### config.mk
export PLATFORM = sky130hd
export DESIGN_NAME = f_fetch_unit
export DESIGN_NICKNAME = d
export VERILOG_FILES = /design/src/rtl/f_fetch_unit_pkg.sv /design/src/rtl/f_npc_sel.sv /design/src/rtl/f_fetch_unit.sv
export SDC_FILE = /design/constraint.sdc
export NUM_CORES = 1
export LEC_CHECK = 0
export ABC_AREA = 1
export CORE_MARGIN = 2
export CORE_UTILIZATION = 38
export DETAILED_ROUTE_END_ITERATION = 6
export HOLD_SLACK_MARGIN = 0.15
export PLACE_DENSITY = 0.83
export SLEW_MARGIN = 20
export SYNTH_ARGS = -nofsm -noshare
export SYNTH_HDL_FRONTEND = slang
export SYNTH_SLANG_ARGS = --single-unit
### constraint.sdc
create_clock -name clk -period 1.8 [get_ports clk]
set_input_delay 0.36 -clock clk [delete_from_list [all_inputs] [get_ports clk]]
set_output_delay 0.36 -clock clk [all_outputs]
set_load 0.005 [all_outputs]
### src/rtl/f_fetch_unit_pkg.sv
// Shared constants for the fetch stage: reset/exception vectors, the legal
// instruction-memory window, CP0 exception codes and the NOP word.
package f_fetch_unit_pkg;

    localparam logic [31:0] PC_RESET  = 32'h0000_3000;
    localparam logic [31:0] EXC_ENTRY = 32'h0000_4180;
    localparam logic [31:0] IM_BASE   = 32'h0000_3000;
    localparam logic [31:0] IM_TOP    = 32'h0000_6FFC;

    localparam logic [4:0] EXC_NONE = 5'd0;
    localparam logic [4:0] EXC_ADEL = 5'd4;
    localparam logic [4:0] EXC_ADES = 5'd5;
    localparam logic [4:0] EXC_RI   = 5'd10;
    localparam logic [4:0] EXC_OV   = 5'd12;

    localparam logic [31:0] NOP_WORD = 32'h0000_0000;

    // True when a fetch from pc must raise AdEL.
    function automatic logic fetch_addr_err(input logic [31:0] pc);
        logic err;
        err = (pc[1:0] != 2'b00);
`ifdef FETCH_RANGE_CHECK_EN
        if ((pc < IM_BASE) || (pc > IM_TOP)) begin
            err = 1'b1;
        end
`endif
        return err;
    endfunction

endpackage

### src/rtl/f_npc_sel.sv
// Next-PC priority mux for the fetch stage. Purely combinational.
// Priority: interrupt/exception > ERET > stall hold > branch/jump > PC+4.
module f_npc_sel
    import f_fetch_unit_pkg::*;
(
    input  logic [31:0] pc,
    input  logic        f_regen,
    input  logic        int_req,
    input  logic        d_eret,
    input  logic [31:0] epc,
    input  logic        d_jump,
    input  logic        d_cleardb,
    input  logic [31:0] d_npc,
    output logic [31:0] npc
);

    // Select the next PC; the interrupt redirect ignores the stall.
    always_comb begin
        npc = pc + 32'd4;
        if (int_req) begin
            npc = EXC_ENTRY;
        end else if (d_eret && f_regen) begin
            npc = epc;
        end else if (!f_regen) begin
            npc = pc;
        end else if (d_cleardb || d_jump) begin
            npc = d_npc;
        end
    end

endmodule

### src/rtl/f_fetch_unit.sv
// Fetch stage of the 5-stage MIPS pipeline: PC register, next-PC selection,
// AdEL detection and gating of the instruction handed to the D register.
// Optional macro FETCH_RANGE_CHECK_EN adds the IM_BASE..IM_TOP range check
// to AdEL; without it only misaligned fetch addresses raise AdEL.
//
// Flow control: F_REGen acts as the ready from the D register. When it is
// high the current F outputs are taken by D on the rising edge and the PC
// advances; when low the PC holds and F outputs stay stable. IntReq is the
// only redirect that is taken regardless of F_REGen.
module f_fetch_unit
    import f_fetch_unit_pkg::*;
(
    input  logic        clk,
    input  logic        reset,
    input  logic        F_REGen,
    input  logic        IntReq,
    input  logic        D_eret,
    input  logic [31:0] EPC,
    input  logic        D_jump,
    input  logic        D_isbj,
    input  logic        D_cleardb,
    input  logic [31:0] D_npc,
    input  logic [31:0] IM_rdata,
    output logic [31:0] IM_addr,
    output logic [31:0] F_PC,
    output logic [31:0] F_instr,
    output logic [4:0]  F_ExcCode,
    output logic        F_isdb
);

    logic [31:0] pc;
    logic [31:0] npc;

    f_npc_sel u_npc_sel (
        .pc        (pc),
        .f_regen   (F_REGen),
        .int_req   (IntReq),
        .d_eret    (D_eret),
        .epc       (EPC),
        .d_jump    (D_jump),
        .d_cleardb (D_cleardb),
        .d_npc     (D_npc),
        .npc       (npc)
    );

    // PC register; reset overrides any pending redirect or stall.
    always_ff @(posedge clk) begin
        if (reset) begin
            pc <= PC_RESET;
        end else begin
            pc <= npc;
        end
    end

    // Present the fetch outputs; an AdEL or ERET wrong-path fetch is killed.
    always_comb begin
        F_PC      = pc;
        IM_addr   = pc;
        F_ExcCode = fetch_addr_err(pc) ? EXC_ADEL : EXC_NONE;
        F_instr   = ((F_ExcCode != EXC_NONE) || D_eret) ? NOP_WORD : IM_rdata;
        // D_cleardb deliberately leaves this set; D drops the annulled slot.
        F_isdb    = D_isbj && !D_eret;
    end

endmodule

# Word level (Yosys, flattened, before mapping)
# Index checks and enable logic that the tools add are counted.
# totals
reg_bits	32
output_inout_bits	102
word_cells	19
# op_classes
add_sub_neg	1
muxes	6
n_reduce_logical	10
# ops
operator	count
2-to-1 mux 32 bit	4
adder 32 x 3 -> 32 bit, second input constant	1
2-to-1 mux 15 bit	1
nonzero test 5 bit	1
nonzero test 2 bit	2
2-to-1 mux 3 bit	1
nonzero test 3 bit	1
logical AND 1 bit	2
logical OR 1 bit	2
OR reduction 2 bit	1
zero test 1 bit	1

# Longest topological paths before layout
# Gate-level depths: netlist of the first run.
# depth
depth_word	5
depth_mapped	10
ltp_nobuf	10

# Modules after synthesis
# A second synthesis of the first run with hierarchy kept.
# unflattened
hier_cells	544
area_unflattened_um2	3269.4
# by_module_without_submodules
module	instances	cells_per_inst	area_each_um2
f_npc_sel	1	337	1790.5
f_fetch_unit	1	207	1478.9

# Least setup slack after synthesis of the first run
# OpenSTA, ideal clock, no wires.
# synth_timing
path_type	in2out
startpoint	input D_eret
endpoint	output F_instr[10]
arrival_ns	1.104
required_ns	1.440
setup_slack_ns	0.336
stages	5
cell_sequence	buf_2 -> inv_1 -> nand3_1 -> clkbuf_1 -> nor2_1
# synth_via
elab_chain_cells	2
# synth_lines
item	line	text
from (decl)	f_fetch_unit.sv:17	input logic D_eret,
logical OR 1 bit	f_fetch_unit.sv:60	F_instr = ((F_ExcCode != EXC_NONE) || D_eret) ? NOP_WORD : IM_rdata;
2-to-1 mux 32 bit	f_fetch_unit.sv:60	
to (decl)	f_fetch_unit.sv:26	output logic [31:0] F_instr,
# Every way passes these cells.

# Worst setup path after layout of the first run
# layout_timing
startpoint	input D_eret
endpoint	output F_instr[0]
# Same word-level chain as after synthesis.

==> flow_summary.ini, run 1 <==
[timing]
finalMaxSlewViolations = 0
min_period_over_period_pct = 98.1
tns_ns = 0
setup_viol = 0
finalClockSkew_ns = 0.00515
finalCriticalPeriod_ns = 1.77
clock.fmax_mhz = 566
hold_viol = 0
rsz0062_at_grt = no
fin_ws_ns = 0.0343

[setup_path]
path_buf_inv = 4
cp-start-kind = primary input
cp_slowest_cell = bufbuf_16
criticalPathCategory = in2out
critPathRequiredTime_ns = 1.44
path_cells = dlygate4sd2_1, inv_2, nand3_4, bufbuf_16, nor2_1, clkdlybuf4s15_1
crit_fanout = 14
critical_path_arrival_ns = 1.41
cp-end-kind = output port
crit_family = buffers and inverters
max_stage_delay_ns = 0.29

[floorplan]
io_pins = 206
start_util_pct = 39.3
fp.dieW_um = 96.2
die_area_sq_um = 9260
fp.coreArea_sq_um = 8220
rows = 33
die_h_um = 96.2

[detailed_routing]
wl_mm = 12.8
detailroute.via_count = 4237
wl_per_cell_um = 14.8
route.detailed.drc = 0
drt_iter0_markers = 156
routed_via_density = 4.90
ant_nets = 0
first_pass_iters = 4

[synth]
synth_edf_count = 0
ys_types = 33
ys.flop_type = dfxtp_1
ys_ff_latch = 32
ys_seq_area_share_pct = 19.8
async_flop_share_pct = 0
yosys_warnings = 0
netlist_instances = 579
post_synth_instance_area_sq_um = 3230
syn_avg_cell_area_sq_um = 5.58

[worst_hold_path]
hold_path_class = reg2reg

[placement]
dpl_worst_slack_ns = -0.542
io_buffers = 201
dpl.hpwl_mm = 10.1
place_area_sq_um = 5210
place_congestion = 0.865

[power_and_ir_drop]
p_per_area_nw_per_um2 = 460
peakVddDrop_mv = 0.274
p_leak_uw = 0.00224

[clock_tree]
clock_latency_ns = 0.28
cts_root_buf = clkbuf_8
cts_made_buffers = 5
cts_tree = yes
htree_num_levels = 2
ctsHoldBuffers = 0
cts_sinks = 32
path_clk_slew_ns = 0.07
clockBufferDepth = 2

[global_routing]
grt_start_max_net_pins = 28
grt_pass1_wl_mm = 20.0
track_usage_pct = 27.5
gr-total-overflow = 0
antenna_found_initial = 0
grt_pass1_vias = 4144

[finish]
postLayoutCellArea_sq_um = 5330
syn_to_final_growth_pct = 64.8
largest_reg_flops = 30
final_common_cell = clkdlybuf4s50_1
fill_cells = 736
drive_gt1_share_pct = 10.8
finalNetCount = 863
final_cell_mix = clkdlybuf4s50_1, nand2_1, nor2_1
diodes = 0

[outcome]
status = finished, final reports clean

[job]
drv_cap = 0
[cell usage after synthesis (5+ instances only)]
cell type / number / area [sq um]
o21ai_0: 34 / 170
nor2_1: 123 / 462
nor2_4: 7 / 78.8
clkinv_1: 5 / 18.8
nand2_1: 122 / 458
nand3_1: 34 / 170
inv_1: 63 / 236
a21oi_1: 50 / 250
dfxtp_1: 32 / 641
nor2_2: 6 / 37.5
o21ai_1: 5 / 25.0
buf_4: 37 / 278
clkbuf_1: 13 / 48.8
[through the flow]
| step | power [uW] | util (%) | hold slack [ns] | std cells |
|---|---|---|---|---|
| floorplan | 1170 | - | 0.456 | 582 |
| global placement | 1670 | 63.4 | 0.587 | 853 |
| detailed placement | 1690 | 63.4 | 0.609 | 853 |
| CTS | 2460 | 65.2 | 0.618 | 864 |
| global route | 2580 | 64.8 | 0.639 | 864 |
| finish | 2450 | 64.8 | 0.605 | 864 |
[worst paths after layout]
path,from,to,slack [ns],cells after the start
setup / recovery,D_eret,F_instr[0],0.03,6
hold / removal,F_PC[13],F_PC[13],0.61,2
setup reg to reg,F_PC[8],F_PC[23],0.16,9
hold reg to reg,F_PC[13],F_PC[13],0.61,2
[kinds of logic (layout without fill, tap and decap cells)]
logic type / count (synthesis) / count (layout) / synth area share, %
AOI/OAI and AO/OA: 104 / 104 / 17.3
other: 1 / 4 / 0.116
and+or+nand+nor: 306 / 306 / 41.1
adders and majority gates: 1 / 1 / 0.387
xor gates and xnor gates: 5 / 5 / 1.35
buffers and inverters: 130 / 307 / 20.0
DFF: 32 / 32 / 19.8
[what timing repair did]
item | CTS | global route
setup buffers | 2 | 0
cloned | 1 | 0
gates resized for setup | 39 | 28
pin swaps | 1 | 0
endpoints found under the setup margin | 33 | 16
[layer usage]
metal	share of wire, %	vias to the layer above	GRT usage, %
li1	-	2133	-
met1	40	1946	32.5
met2	53	154	52.3
met3	6.9	4	4.70
met4	0.36	0	4.17
met5	0	-	0
[area by class of cell]
class	count	area (sq um)	area share [%]
tap	105	131	2.47
inverter	72	270	5.07
sequential	32	644	12.1
clock inverter	1	30.0	0.564
clock buffer	7	96.3	1.81
multi-input combinational	420	1970	37.0
timing repair buffer	227	2180	41.0
[power by group]
part	internal, uW	switching, uW
combinational	509	346
clock	489	299
sequential	745	64.8
[worst reg2reg max path: stages (launching register included)]
cell and delay, ns:
dfxtp_1 0.48, nand2_1 0.16, nor2_1 0.22, nand2_1 0.20
nor2_2 0.14, nand2_1 0.06, nand2_1 0.05, nand3_1 0.09
nand2_1 0.08, a21oi_1 0.05
No activity file was read; power rests on OpenSTA's default activity.
==> run 2, diff against run 1 <==
--- a/config.mk
+++ b/config.mk
@@ -8,6 +8,7 @@
 export ABC_AREA = 1
 export CORE_MARGIN = 2
 export CORE_UTILIZATION = 38
+export CTS_CLUSTER_SIZE = 14
 export DETAILED_ROUTE_END_ITERATION = 6
 export HOLD_SLACK_MARGIN = 0.15
 export PLACE_DENSITY = 0.83
==> results of run 2 <==
Final layout, timing and power as in run 1 (identical DEF).
==> run 3, diff against run 2 <==
--- a/config.mk
+++ b/config.mk
@@ -8,6 +8,7 @@
 export ABC_AREA = 1
 export CORE_MARGIN = 2
 export CORE_UTILIZATION = 38
+export CTS_BUF_LIST = sky130_fd_sc_hd__clkbuf_2
 export CTS_CLUSTER_SIZE = 14
 export DETAILED_ROUTE_END_ITERATION = 6
 export HOLD_SLACK_MARGIN = 0.15
==> flow_summary.ini, run 3 (synthesis results as in run 1) <==
[placement]
dp_cells = 853
dpl.hpwl_mm = 10.1
io_buffers = 201
place_congestion = 0.865
place_area_sq_um = 5210

[clock_tree]
ctsHoldBuffers = 0
cts_sinks = 32
cts_made_buffers = 5
path_clk_slew_ns = 0.18
clockBufferDepth = 2
clock_latency_ns = 0.38
cts_root_buf = clkbuf_2
cts_tree = yes
htree_num_levels = 2

[timing]
setup_viol = 1
finalClockSkew_ns = 0.00544
min_period_over_period_pct = 100
fin_ws_ns = -0.00387
rsz0062_at_grt = yes
finalCriticalPeriod_ns = 1.80
clock.fmax_mhz = 554
hold_viol = 0
finalMaxSlewViolations = 0

[detailed_routing]
wl_per_cell_um = 15.0
routed_via_density = 4.95
detailroute.via_count = 4270
ant_nets = 0
route.detailed.drc = 0
wl_mm = 12.9
drt_iter0_markers = 158
first_pass_iters = 4

[finish]
syn_to_final_growth_pct = 62.8
final_cell_mix = clkdlybuf4s50_1, nand2_1, nor2_1
largest_reg_flops = 30
final_common_cell = clkdlybuf4s50_1
finalNetCount = 862
postLayoutCellArea_sq_um = 5260
fin_cells = 863
diodes = 0
post-route-util_pct = 64.0
drive_gt1_share_pct = 16.9

[floorplan]
fp.coreArea_sq_um = 8220
start_util_pct = 39.3
rows = 33
die_h_um = 96.2
die_area_sq_um = 9260
fp.dieW_um = 96.2
io_pins = 206

[global_routing]
track_usage_pct = 27.9
grt_pass1_wl_mm = 20.2
gr-total-overflow = 0
antenna_found_initial = 0
grt_start_max_net_pins = 28
grt_pass1_vias = 4183

[setup_path]
criticalPathCategory = reg2out
cp-end-kind = output port
cp-start-kind = flip-flop
critical_path_arrival_ns = 1.44
critPathRequiredTime_ns = 1.44
crit_fanout = 3

[job]
drv_cap = 0

[outcome]
status = finished, violations left
violations = negative setup slack

[worst_hold_path]
hold_path_class = in2reg

[power_and_ir_drop]
p_per_area_nw_per_um2 = 413
p_leak_uw = 0.00226
peakVddDrop_mv = 0.238
run 3: final cells by class:
| cell class | count | area, sq um |
|---|---|---|
| multi-input combinational | 420 | 1980 |
| timing repair buffer | 226 | 2140 |
| tap | 105 | 131 |
| clock buffer | 5 | 25.0 |
| clock inverter | 3 | 37.5 |
| fill | 755 | 2950 |
| inverter | 72 | 270 |
| sequential | 32 | 682 |
run 3: report_power, final:
part	leakage, uW	internal [uW]	total, uW	switching (uW)
registers	0.000274	753	819	66.7
logic	0.00195	502	851	349
clock network	0.0000380	227	506	279
total	0.00226	1480	2180	694
run 3: final timing paths:
check	from	end	slack, ns	depth (start not counted)
worst max-delay path	flip-flop	F_instr[22]	-0.004	5
worst min-delay path	EPC[7]	F_PC[7]	0.53	3
worst max register to register	F_PC[3]	F_PC[14]	0.19	9
worst min register to register	F_PC[4]	F_PC[4]	0.57	2
run 3: worst max-delay path: stages, from the launching register on:
cell           delay (ns)
dfxtp_2              0.37
inv_2                0.07
nand3_4              0.12
buf_4                0.17
nor2_1               0.08
dlygate4sd2_1        0.24
run 3: layer usage:
layer	routed length, um	vias up	global-route usage (%)
met2	6860	163	53.1
met5	0	-	0
li1	-	2134	-
met4	104	0	4.88
met1	5120	1961	32.7
met3	838	12	4.86
run 3: metrics by stage:
stage               power (uW)  setup WS (ns)  hold slack [ns]  TNS (ns)
CTS                       2190        -0.0313            0.508    -0.325
finish                    2180       -0.00387            0.529  -0.00387
global placement          1670         -0.475            0.587    -14.97
global route              2300        -0.0872            0.521    -0.659
detailed placement        1690         -0.542            0.609    -16.38
floorplan                 1170          0.336            0.456         0
run 3: repair_timing:
action | in CTS | in global routing
gates cloned | 1 | 0
setup endpoints to repair | 67 | 61
buffers inserted | 1 | 1
resized for setup | 90 | 58
hold endpoints to repair | 0 | 0
pin swaps | 1 | 1
